**src/rtl/cube_paint_sched.sv**
```systemverilog
// cube_paint_sched: queues SPI colour updates in a small FIFO and writes them
// into the shared cube colour table. The display reader normally owns the
// table port. A starvation counter forces a write through after STARVE_MAX
// deferred cycles so that queued updates always complete.
module cube_paint_sched #(
  parameter int NCUBES     = 28,
  parameter int DEPTH      = 4,
  parameter int ADDR_W     = 5,
  parameter int STARVE_MAX = 15
) (
  input  logic              theClock,
  input  logic              theReset,
  input  logic              Trigger,
  input  logic [7:0]        ImgNum,
  input  logic [7:0]        Red,
  input  logic [7:0]        Green,
  input  logic [7:0]        Blue,
  input  logic              Clr_err,
  input  logic              Disp_req,
  input  logic [ADDR_W-1:0] Disp_addr,
  output logic              Disp_gnt,
  output logic              Tbl_we,
  output logic [ADDR_W-1:0] Tbl_addr,
  output logic [23:0]       Tbl_wdata,
  output logic              Write_done,
  output logic [7:0]        Sched_status
);

  localparam int PTR_W = $clog2(DEPTH);
  localparam int CNT_W = PTR_W + 1;
  localparam logic [7:0]       NCUBES_C = 8'(NCUBES);
  localparam logic [CNT_W-1:0] DEPTH_C  = CNT_W'(DEPTH);
  localparam logic [3:0]       STARVE_C = 4'(STARVE_MAX);

  typedef enum logic [1:0] {S_Idle, S_Write, S_Gap} state_t;

  typedef struct packed {
    logic [ADDR_W-1:0] addr;
    logic [23:0]       rgb;
  } entry_t;

  state_t           state, next_state;
  entry_t           mem [DEPTH];
  entry_t           head;
  logic [PTR_W-1:0] wr_ptr, rd_ptr;
  logic [CNT_W-1:0] count;
  logic [3:0]       starve_cnt;
  logic             overflow, bad_index;
  logic             idx_bad, fifo_full, push, pop, write_ok;
  logic             new_bad, new_ovf, busy;

  // Capture qualification: an out-of-range index beats a full FIFO.
  assign idx_bad   = ImgNum >= NCUBES_C;
  assign fifo_full = count == DEPTH_C;
  assign push      = Trigger & ~idx_bad & ~fifo_full;
  assign new_bad   = Trigger & idx_bad;
  assign new_ovf   = Trigger & ~idx_bad & fifo_full;
  assign head      = mem[rd_ptr];

  // Next-state and port arbitration: the display owns the port unless a write issues.
  always_comb begin
    // NOTE: every output of this block is given a default first so no path infers a latch.
    next_state = state;
    write_ok   = ~Disp_req | (starve_cnt == STARVE_C);
    pop        = 1'b0;
    Tbl_we     = 1'b0;
    Disp_gnt   = Disp_req;
    Write_done = 1'b0;
    case (state)
      S_Idle: begin
        if (count != '0) next_state = S_Write;
      end
      S_Write: begin
        if (write_ok) begin
          Tbl_we     = 1'b1;
          pop        = 1'b1;
          Disp_gnt   = 1'b0;
          next_state = S_Gap;
        end
      end
      S_Gap: begin
        Write_done = 1'b1;
        next_state = (count != '0) ? S_Write : S_Idle;
      end
      default: next_state = S_Idle;
    endcase
  end

  assign Tbl_addr     = Tbl_we ? head.addr : Disp_addr;
  assign Tbl_wdata    = head.rgb;
  assign busy         = (state != S_Idle) | (count != '0);
  assign Sched_status = {busy, overflow, bad_index, 2'b00, 3'(count)};

  // State register and starvation counter.
  always_ff @(posedge theClock or posedge theReset) begin
    // NOTE: sequential state uses non-blocking assignments so all registers update together.
    if (theReset) begin
      state      <= S_Idle;
      starve_cnt <= '0;
    end else begin
      state <= next_state;
      if (state == S_Write) begin
        if (write_ok) starve_cnt <= '0;
        else          starve_cnt <= starve_cnt + 4'd1;
      end
    end
  end

  // FIFO pointers and occupancy; push and pop in one cycle leave count unchanged.
  always_ff @(posedge theClock or posedge theReset) begin
    if (theReset) begin
      wr_ptr <= '0;
      rd_ptr <= '0;
      count  <= '0;
    end else begin
      if (push) wr_ptr <= wr_ptr + PTR_W'(1);
      if (pop)  rd_ptr <= rd_ptr + PTR_W'(1);
      case ({push, pop})
        2'b10:   count <= count + CNT_W'(1);
        2'b01:   count <= count - CNT_W'(1);
        default: count <= count;
      endcase
    end
  end

  // FIFO storage.
  always_ff @(posedge theClock) begin
    // NOTE: storage is not reset; pointers and count alone define which entries are valid.
    if (push) mem[wr_ptr] <= '{addr: ImgNum[ADDR_W-1:0], rgb: {Red, Green, Blue}};
  end

  // Sticky error flags; a new error in the clearing cycle keeps the flag set.
  always_ff @(posedge theClock or posedge theReset) begin
    if (theReset) begin
      overflow  <= 1'b0;
      bad_index <= 1'b0;
    end else begin
      overflow  <= (overflow  & ~Clr_err) | new_ovf;
      bad_index <= (bad_index & ~Clr_err) | new_bad;
    end
  end

endmodule

```
**config.mk**
```make
export PLATFORM = sky130hd
export DESIGN_NAME = cube_paint_sched
export DESIGN_NICKNAME = d
export VERILOG_FILES = /design/src/rtl/cube_paint_sched.sv
export SDC_FILE = /design/constraint.sdc
export NUM_CORES = 1
export LEC_CHECK = 0
export CAP_MARGIN = 20
export CORE_MARGIN = 4
export CORE_UTILIZATION = 45
export DETAILED_ROUTE_END_ITERATION = 8
export GPL_ROUTABILITY_DRIVEN = 1
export PLACE_DENSITY = 0.79
export SLEW_MARGIN = 25
export SYNTH_ARGS = -nofsm -noshare
export SYNTH_HDL_FRONTEND = slang
export SYNTH_SLANG_ARGS = --single-unit
```
**constraint.sdc**
```tcl
create_clock -name theClock -period 3.1 [get_ports theClock]
set_clock_uncertainty 0.05 [all_clocks]
set_input_delay 0.62 -clock theClock [delete_from_list [all_inputs] [get_ports theClock]]
set_output_delay 0.62 -clock theClock [all_outputs]
set_load 0.05 [all_outputs]
```
Word level (Yosys, flattened, before mapping)
Memories as Yosys holds them, arrays and structs flattened. Index checks and enable logic that the tools add are counted.

Flip-flop bits (word level): 15. Bits in writable memories: 116. Input bits: 42. Output and inout port bits: 40. Memories kept: 1.

Memories: mem (depth 4, width 29, rd ports 1, clocked after Yosys merged registers in 0, write ports 1, line 43) `entry_t mem [DEPTH];`.

Add/sub/neg operators: 5. Magnitude comparators: 1. Equality and inequality tests: 8. Mux-type cells: 14. Bitwise gates (word level): 14. Reductions and logical operators: 5.

Operator list (number): $ge 8x5->1 const B (1); $mux 1 (8); $and 1x1->1 (6); $pmux 2 s3 (1); $pmux 3 s2 (1); $mux 5 (1); $add 2x1->2 const B (2); $add 4x1->4 const B (1); $eq 2x1->1 const B (2); $eq 2x2->1 const B (2); $eq 4x4->1 const B (1); $mux 2 (2); $mux 4 (1); $ne 2x2->1 const B (2); $not 1->1 (4); $or 1x1->1 (4); $reduce_bool 2->1 (2); $add 3x1->3 const B (1); $eq 3x3->1 const B (1); $reduce_bool 3->1 (1); $sub 3x1->3 const B (1); $logic_not 2->1 (1); $reduce_and 2->1 (1).

Logic depth before layout (Yosys ltp)
Gate-level depths: netlist of run 1.

Word-level depth: 6. Mapped depth: 10. Depth with buffers taken out: 9.

Least setup slack after synthesis of run 1
No wires, ideal clock.

Path type: reg-to-reg. Start point: register starve_cnt[0]. End point: register count[2]. Arrival time: 2.553 ns. Required time: 2.968 ns. Setup slack: 0.415 ns. Cell stages (with the launch flop): 10. Period minus slack after synthesis: 2.685 ns. Cell sequence: dfrtp_1 ha_1 nand3_1 a21oi_2 ha_1 inv_1 fa_1 xor2_1 nor2_1 xor2_1.

Word-level cells in the longest chain between the ends: 6.

RTL lines: start: declaration (line 47) `logic [3:0] starve_cnt;`; start signal: assignment (line 104) `else starve_cnt <= starve_cnt + 4'd1;`; $eq 4x4->1 (*) (line 64) `write_ok = ~Disp_req | (starve_cnt == STARVE_C);`; $or 1x1->1 (*) (line 64); $mux 1 (*) (2 in series); net Tbl_we (line 22) `output logic Tbl_we,`; $eq 2x1->1 / $eq 2x2->1 (equally long branches) (line 118) `case ({push, pop})`; $pmux 3 s2 / $reduce_bool 2->1 (equally long branches); end signal: assignment (line 119) `2'b10: count <= count + CNT_W'(1);`; end signal: assignment (line 120) `2'b01: count <= count - CNT_W'(1);`; end signal: assignment (line 121) `default: count <= count;`; end: declaration (line 46) `logic [CNT_W-1:0] count;`.

The timed path passes the listed nets; every way through them passes the cells marked *. A chain may end at the register's enable or synchronous reset.

Final worst setup path of run 1
Start point: register rd_ptr[0]. End point: output port Tbl_addr[3].

Word-level cells in the longest chain between the ends: 2.

RTL lines: start: declaration (line 45) `logic [PTR_W-1:0] wr_ptr, rd_ptr;`; start signal: assignment (line 117) `if (pop) rd_ptr <= rd_ptr + PTR_W'(1);`; $mem_v2 4x29; $mux 5 (line 89) `assign Tbl_addr = Tbl_we ? head.addr : Disp_addr;`; end: declaration (line 23) `output logic [ADDR_W-1:0] Tbl_addr,`.

Every way passes these cells.

==> results of run 1 <==
sequential cells by signal, summed over array words and instances, names as in the netlist:
register	flops
bad_index	1
count	3
mem	116
overflow	1
rd_ptr	2
starve_cnt	4
state	2
wr_ptr	2
final timing paths:
kind | startpoint | end
setup / recovery | rd_ptr[0] | Tbl_addr[3]
hold / removal | overflow | overflow
setup reg to reg | count[0] | count[2]
hold reg to reg | overflow | overflow
max in group asynchronous | theReset | rd_ptr[0]
min in group asynchronous | theReset | state[0]
stage by stage:
| stage | total power [W] | cell area (um^2) | utilization | hold WS (ns) | std cells |
|---|---|---|---|---|---|
| 2_1_floorplan | 0.00378 | 5130 | - | 0.407 | 243 |
| 3_3_place_gp | 0.00479 | 6300 | 0.574 | 0.436 | 465 |
| 3_5_place_dp | 0.00482 | 6300 | 0.574 | 0.453 | 465 |
| 4_1_cts | 0.00681 | 6890 | 0.628 | 0.478 | 497 |
| 5_1_grt | 0.00699 | 6890 | 0.628 | 0.493 | 497 |
| 6_report | 0.00673 | 6890 | 0.628 | 0.467 | 497 |
metal layers:
metal,track usage,up-vias,wire [um]
met1,0.186,1297,3840
met4,0.0462,0,90
met2,0.253,70,4820
li1,-,1175,-
met5,0,-,0
met3,0.0486,7,439
layout by cell type, fill, tap and decap left out, types with 2 or more instances in the layout:
cell type and instances:
sky130_fd_sc_hd__edfxtp_1 116, sky130_fd_sc_hd__clkdlybuf4s50_1 48, sky130_fd_sc_hd__mux4_2 25, sky130_fd_sc_hd__buf_4 25, sky130_fd_sc_hd__buf_12 21, sky130_fd_sc_hd__clkbuf_16 17
sky130_fd_sc_hd__dfrtp_1 14, sky130_fd_sc_hd__inv_1 10, sky130_fd_sc_hd__nand2_1 7, sky130_fd_sc_hd__ha_1 6, sky130_fd_sc_hd__mux2_2 5, sky130_fd_sc_hd__o21ai_0 4
sky130_fd_sc_hd__xor2_1 4, sky130_fd_sc_hd__mux4_1 4, sky130_fd_sc_hd__and2_2 4, sky130_fd_sc_hd__clkinv_4 4, sky130_fd_sc_hd__nor2_1 3, sky130_fd_sc_hd__xnor2_1 3
sky130_fd_sc_hd__clkinv_2 3, sky130_fd_sc_hd__bufinv_16 3, sky130_fd_sc_hd__nand3_1 2, sky130_fd_sc_hd__nand3b_1 2, sky130_fd_sc_hd__nor3_1 2, sky130_fd_sc_hd__a21oi_1 2
sky130_fd_sc_hd__conb_1 2, sky130_fd_sc_hd__clkbuf_1 2
power by group through the flow:
stage | combinational [W] | clock [W] | sequential [W]
after floorplan | 0.00156 | 0 | 0.00223
after global placement | 0.00254 | 0 | 0.00225
after detailed placement | 0.00257 | 0 | 0.00226
after CTS | 0.00258 | 0.00201 | 0.00222
after global routing | 0.00266 | 0.00208 | 0.00224
final | 0.00254 | 0.00197 | 0.00222
cell type report:
type / instances / area [um^2] / area share
flip-flops and latches: 131 / 3860 / 0.560
multi-input cells: 90 / 1140 / 0.165
repair buffers: 94 / 1090 / 0.158
clock buffers: 19 / 433 / 0.0628
well taps: 140 / 175 / 0.0254
clock inverters: 13 / 160 / 0.0232
inverters: 10 / 37.5 / 0.00545
cells by family (layout without fill, tap and decap cells):
kind of cell             count (synthesis)  after routing  share of synthesized area
flip-flops                             131            131                      0.753
other                                    1              2                   0.000732
XOR/XNOR                                 7              7                     0.0120
multiplexers                            36             36                      0.146
AND/OR/NAND/NOR                         27             27                     0.0300
buffers and inverters                   22            136                     0.0256
adder cells (fa/ha/maj)                  7              7                     0.0186
AO/OA/AOI/OAI                           11             11                     0.0139
critical path, stage by stage (launching register included):
cell,delay [ns]
sky130_fd_sc_hd__dfrtp_2,0.65
sky130_fd_sc_hd__mux4_2,0.60
sky130_fd_sc_hd__mux2_2,0.28
sky130_fd_sc_hd__buf_4,0.19
==> summary by stage, run 1 <==
Status
The run finished with clean final reports.

Critical path
The worst setup path is launched from a flip-flop. The required time at the endpoint of the critical path is 2.43 ns. Data arrives at the worst endpoint at 2.13 ns. The worst reg-to-reg setup slack is 0.74 ns. Counting cells, the worst reg-to-reg path comes to 9.

In this run the worst path has a maximum fanout of 15. The critical path class is flip-flop to primary output. The capturing element type of the critical path is a primary output.

Synth
The register bit count reported by yosys is 131. The number of distinct library cell variants in the gate-level netlist after synthesis is 36. The cell area after technology mapping is 5120 um^2. The share of synthesized area in the top cell type comes to 0.680. The total of warnings raised by yosys is 0.

The synthesized instance count is 242. The synthesized area per cell is 21.2 um^2. The async set-reset flop share out of synthesis is 0.115.

The commonest cells after synthesis are sky130_fd_sc_hd__edfxtp_1 (116), sky130_fd_sc_hd__mux4_2 (25), sky130_fd_sc_hd__dfrtp_1 (15). The share of the Yosys chip area taken by registers is 0.753. The most frequent cell after synthesis is sky130_fd_sc_hd__edfxtp_1. Among all flip-flop cells after synthesis, the most frequent one is sky130_fd_sc_hd__edfxtp_1. By area the synthesized netlist is led by sky130_fd_sc_hd__edfxtp_1 (68%), sky130_fd_sc_hd__mux4_2 (11%), sky130_fd_sc_hd__dfrtp_1 (7.3%), sky130_fd_sc_hd__mux4_1 (2.1%), sky130_fd_sc_hd__ha_1 (1.5%). The number of flops mapped to enable cells by yosys is 116.

sky130_fd_sc_hd__edfxtp_1 takes more of the synthesized area than any other cell.

Power
Of the total power, the clock network draws 0.293. Of the total power, the share spent switching nets is 0.331. The portion of total power attributed to combinational logic is 0.378.

Cell internal power was estimated by the tool at 0.00450 W. Summed over all cells, the static leakage comes to 2.46 nW. Dividing total power by cell area gives a power density of 976 nW/um^2. The portion of total power attributed to sequential cells is 0.329. IR analysis of the VDD net gives a maximum drop of 0.000525 V. For this design the total switching power over the nets is 0.00223 W.

Placed design
The routability-driven placement congestion ratio is 0.748. Before CTS, the worst setup slack after placement is 0.210 ns. The half-perimeter wire length of the detailed placement result is 6.03 mm. The number of port buffers is 79.

STA
The slew at the pin closest to its max-slew limit is 0.613 ns. The worst relative slew slack is 0.591. Setup total negative slack on the finished layout was measured at 0 ns. The portion of the clock cycle consumed by the worst path in the final layout is 0.903.

The max-slew violation count is 0. The count of endpoints failing hold in the final timing report is 0. Based on the critical path, the design can be clocked at up to 357 MHz. The final number of setup-violating endpoints is 0. The worst setup margin is 0.300 ns. After layout, the minimum clock period comes to 2.80 ns. Setup repair after global routing left no endpoint under its margin.

Drt
The total routed wirelength is 9.19 mm. The post-detailed-route via-to-cell ratio is 5.13. The count of TritonRoute iterations in the first routing pass is 4.

The first routing iteration left 98 violations. The final antenna-violating net count is 0. In the routed design, unresolved DRC markers number 0. Across all layers, the routed design uses 2,549 vias. The detailed-route wire length per cell is 18.5 um.

Die
The die outline area is 13,200 um^2. The floorplan row count is 38. The initial core utilization is 0.467.

The core region is 11,000 um^2. The vertical die dimension is 115 um. 82 I/O pins were placed.

The chip width is 115 um.

Global route
The via count of the first global-routing pass came to 2,761. The overall track demand over capacity in global routing is 0.150. The initial antenna violation count is 0. After global routing the overflow that remains totals 0.

The first global-routing pass estimated 14.5 mm of wire. Entering global routing, the biggest net connects 17 pins.

Layout
The final layout contains 393 nets. The synthesis-to-finish area growth is 34.5%. The ratio of cells with drive above 1 in the final layout is 0.314. The fill cell total of the finished layout is 770. The number of antenna diodes in the final layout is 0.

Worst hold path
The class of the worst hold path is flip-flop to flip-flop. Counting instances, the worst hold path has a depth of 1.

Clock tree
The TritonCTS clock tree is yes. In this run the post-CTS setup repair buffer count came out at 0. The clock root buffer is sky130_fd_sc_hd__clkbuf_16. The clock-pin slew on the worst setup and hold paths is 0.06 ns. Gates resized during post-CTS repair numbered 0. For this design, the CTS-stage hold fixing added 0 buffers. Buffers inserted during clock tree synthesis total 17. The H-tree generated during clock tree synthesis spans 4 levels.

The clock passes through at most 2 buffers. The number of clock sinks is 131. Clock latency on the worst-skew pair, taken at its later pin, is 0.40 ns.

Flow run
Max-cap violations in this run came to 0.
(Power assumes the default switching activity.)
==> inputs of run 2 (changes only) <==
--- a/config.mk
+++ b/config.mk
@@ -10,8 +10,9 @@
 export CORE_UTILIZATION = 45
 export DETAILED_ROUTE_END_ITERATION = 8
 export GPL_ROUTABILITY_DRIVEN = 1
+export GPL_TIMING_DRIVEN = 0
 export PLACE_DENSITY = 0.79
-export SLEW_MARGIN = 25
+export SLEW_MARGIN = 20
 export SYNTH_ARGS = -nofsm -noshare
 export SYNTH_HDL_FRONTEND = slang
 export SYNTH_SLANG_ARGS = --single-unit
==> summary by stage, run 2 (synthesis results as in run 1) <==
Global route
The initial antenna violation count was 0 (unchanged). The first-pass GRT wire length came to 14.5 mm (-0.57%). The via count of the first global-routing pass was 2,781 (+0.72%). The total overflow reported by the global router is 0 (unchanged).

The overall track demand over capacity in global routing is 0.149 (-0.000945). The maximum number of pins on one net before global-route repair was 30 (+13).

Critical path
The required time at the endpoint of the critical path came to 2.43 ns (about the same). The cell family with the largest share of critical-path delay is buffers and inverters. The launch instance of the worst register-to-register path is count[0]. The type of element launching the critical path is a flip-flop. The path depth of the worst reg2reg path is 10 (+1). The largest driver fanout on the critical path is 4 (-11). The critical path buffer and inverter count is 2 (+1).

On the critical path, the stage with the largest delay is an instance of sky130_fd_sc_hd__dlygate4sd2_1. The peak per-stage delay on the critical path is 0.42 ns (-0.23 ns). The capturing element type of the critical path is a primary output. The end of the worst register-to-register path is count[2]. The worst reg-to-reg setup slack was 0.72 ns (-0.02 ns). The worst setup path is of the flip-flop to primary output kind.

The arrival time of the worst setup path came to 2.34 ns (+0.21 ns). The signal on the critical path passes through ha_1 > nand3_1 > a21oi_4 > buf_4 > mux2_2 > dlygate4sd2_1.

Placed design
The routability-driven placement congestion ratio is 0.751 (+0.43%). The minimum setup slack after placement came to -0.475 ns (-0.685 ns). The number of port buffers came to 79 (unchanged). The half-perimeter wire length of the detailed placement result is 5.65 mm (-6.3%).

Clock tree
The clock insertion delay at the later pin of the skew report is 0.40 ns (about the same). The number of clock sinks came to 131 (unchanged). The count of hold-fix buffers inserted at cts came to 0 (unchanged).

The maximum clock insertion buffer count is 2 (unchanged). The clock-pin slew on the worst setup and hold paths was 0.06 ns (about the same). The clock buffer count from CTS is 17 (unchanged). The depth of the CTS H-tree was 4 (unchanged). The TritonCTS clock tree is yes. CTS placed an instance of sky130_fd_sc_hd__clkbuf_16 at the clock tree root.

Drt
The count of TritonRoute iterations in the first routing pass is 4 (unchanged). The total routed wirelength is 9.07 mm (-1.3%). The total number of vias is 2,505 (-1.7%).

The count of routing violations after the opening detailed-route iteration was 133 (+36%). The post-detailed-route via-to-cell ratio is 5.06 (-1.3%). The total DRC errors in the routed layout is 0 (unchanged). The final antenna-violating net count is 0 (unchanged).

The detailed-route wire length per cell was 18.3 um (-0.86%).

Layout
The most common cell after layout, fill and taps aside is sky130_fd_sc_hd__edfxtp_1. The number of antenna cells inserted is 0 (unchanged). The ratio of cells with drive above 1 in the final layout is 0.237 (-0.0771). The net count of the finished layout is 393 (unchanged).

The flip-flop count of the largest register after layout is 116 (unchanged). The synthesis-to-finish area growth is 29.3%. The fill cell total of the finished layout is 835 (+8.4%). In the final layout, the registers with the most flip-flops are mem x116, starve_cnt x4, count x3. Leaving out fill and tap cells, the most frequent cells in the layout are sky130_fd_sc_hd__edfxtp_1 (116), sky130_fd_sc_hd__clkdlybuf4s50_1 (54), sky130_fd_sc_hd__mux4_2 (25). The register with the most flip-flops is mem.

Power
The power spent charging and discharging nets was 0.00214 W (-3.8%). The cell-internal power is 0.00396 W (-12%). The portion of total power attributed to sequential cells came to 0.351 (+0.022). The power per cell area was 920 nW/um^2 (-5.7%). The switching power as a share of total power is 0.351 (+0.0205). The worst vdd rail ir drop came to 0.000463 V (-12%).

The reported leakage power is 2.32 nW (-5.5%). The total power came to 0.00610 W (-9.4%). The fraction of power consumed by the clock network is 0.294 (about the same). The portion of total power attributed to combinational logic is 0.355 (-0.023).

STA
The slew at the pin closest to its max-slew limit is 0.806 ns (+0.193 ns). Setup repair after global routing left no endpoint under its margin. The time the worst path needs with I/O delays and setup is 3.01 ns (+0.213 ns).

The worst setup margin is 0.0870 ns (-0.213 ns). The worst hold slack after final layout is 0.452 ns (-0.0152 ns). The portion of the clock cycle consumed by the worst path in the final layout is 0.972 (+0.0686). The accumulated negative setup slack is 0 ns (unchanged). The count of endpoints failing hold in the final timing report is 0 (unchanged). The final number of setup-violating endpoints came to 0 (unchanged).

The max-slew violation count is 0 (unchanged). The worst relative slew slack is 0.463 (-0.128). The maximum operating frequency is 332 MHz (-7.1%).

Die
The initial core utilization is 0.467 (unchanged). The placeable core region is 11,000 um^2 (unchanged). The vertical die dimension is 115 um (unchanged). The die outline area was 13,200 um^2 (unchanged). The count of boundary I/O pins was 82 (unchanged). The chip width is 115 um (unchanged).

The floorplan row count came to 38 (unchanged).

Worst hold path
The start point of the worst hold path is overflow. The number of cells on the worst hold path is 1 (unchanged). The endpoint of the worst hold path is overflow. The class of the worst hold path is flip-flop to flip-flop.

Flow run
The max-cap violation count is 0 (unchanged).

Status
The flow ran to the end, and the final reports show no timing, DRC or antenna violations.
-- run 2: changes by cell type in the layout (fill, tap and decap cells not counted), sizes merged --
cell | before | now
buf | 46 | 15
dlygate4sd2 | 0 | 20
clkdlybuf4s50 | 48 | 54
clkinvlp | 1 | 6
clkinv | 8 | 4
clkbuf | 19 | 22
bufinv | 3 | 1
inv | 11 | 12
-- run 2: how the worst max path moves through the flow --
stage	start	endpoint	slack, ns	depth (start not counted)
6_report	starve_cnt[0]	Tbl_addr[2]	0.09	6
5_1_grt	starve_cnt[0]	Tbl_addr[2]	0.002	6
4_1_cts	rd_ptr[0]	Tbl_wdata[6]	0.08	4
3_5_place_dp	Disp_req	Tbl_addr[3]	-0.47	4
3_3_place_gp	Disp_req	Tbl_addr[0]	-0.48	4
2_1_floorplan	starve_cnt[0]	count[2]	0.41	9
-- run 2: timing repair --
item	4_1_cts	5_1_grt
setup buffers	3	0
endpoints found under the setup margin	25	5
gates resized for setup	26	10
pin swaps	1	0
-- run 2: layout make-up --
class	instances	area, um^2	area share
flip-flops and latches	131	3860	0.582
multi-input cells	90	1150	0.173
repair buffers	82	776	0.117
clock buffers	17	425	0.0642
well taps	140	175	0.0264
clock inverters	13	114	0.0172
plain buffers	12	93.8	0.0142
inverters	10	37.5	0.00566
-- run 2: power groups by stage --
stage          Sequential (W)  Combinational, W  Clock, W
2_1_floorplan         0.00223           0.00156         0
3_3_place_gp          0.00217           0.00224         0
3_5_place_dp          0.00218           0.00227         0
4_1_cts               0.00214           0.00220   0.00182
5_1_grt               0.00216           0.00230   0.00192
6_report              0.00214           0.00216   0.00179
-- run 2: routing by layer --
layer | vias to the layer above | global-route usage | share of wire
li1 | 1166 | - | -
met1 | 1265 | 0.186 | 0.43
met2 | 69 | 0.244 | 0.51
met3 | 5 | 0.0513 | 0.054
met4 | 0 | 0.0540 | 0.0089
met5 | - | 0 | 0
-- run 2: stage by stage --
stage                      util  std cells  cell area, um^2
after floorplan               -        243             5130
after global placement    0.555        462             6090
after detailed placement  0.555        462             6090
after CTS                 0.605        495             6650
after global routing      0.603        495             6630
final                     0.603        495             6630
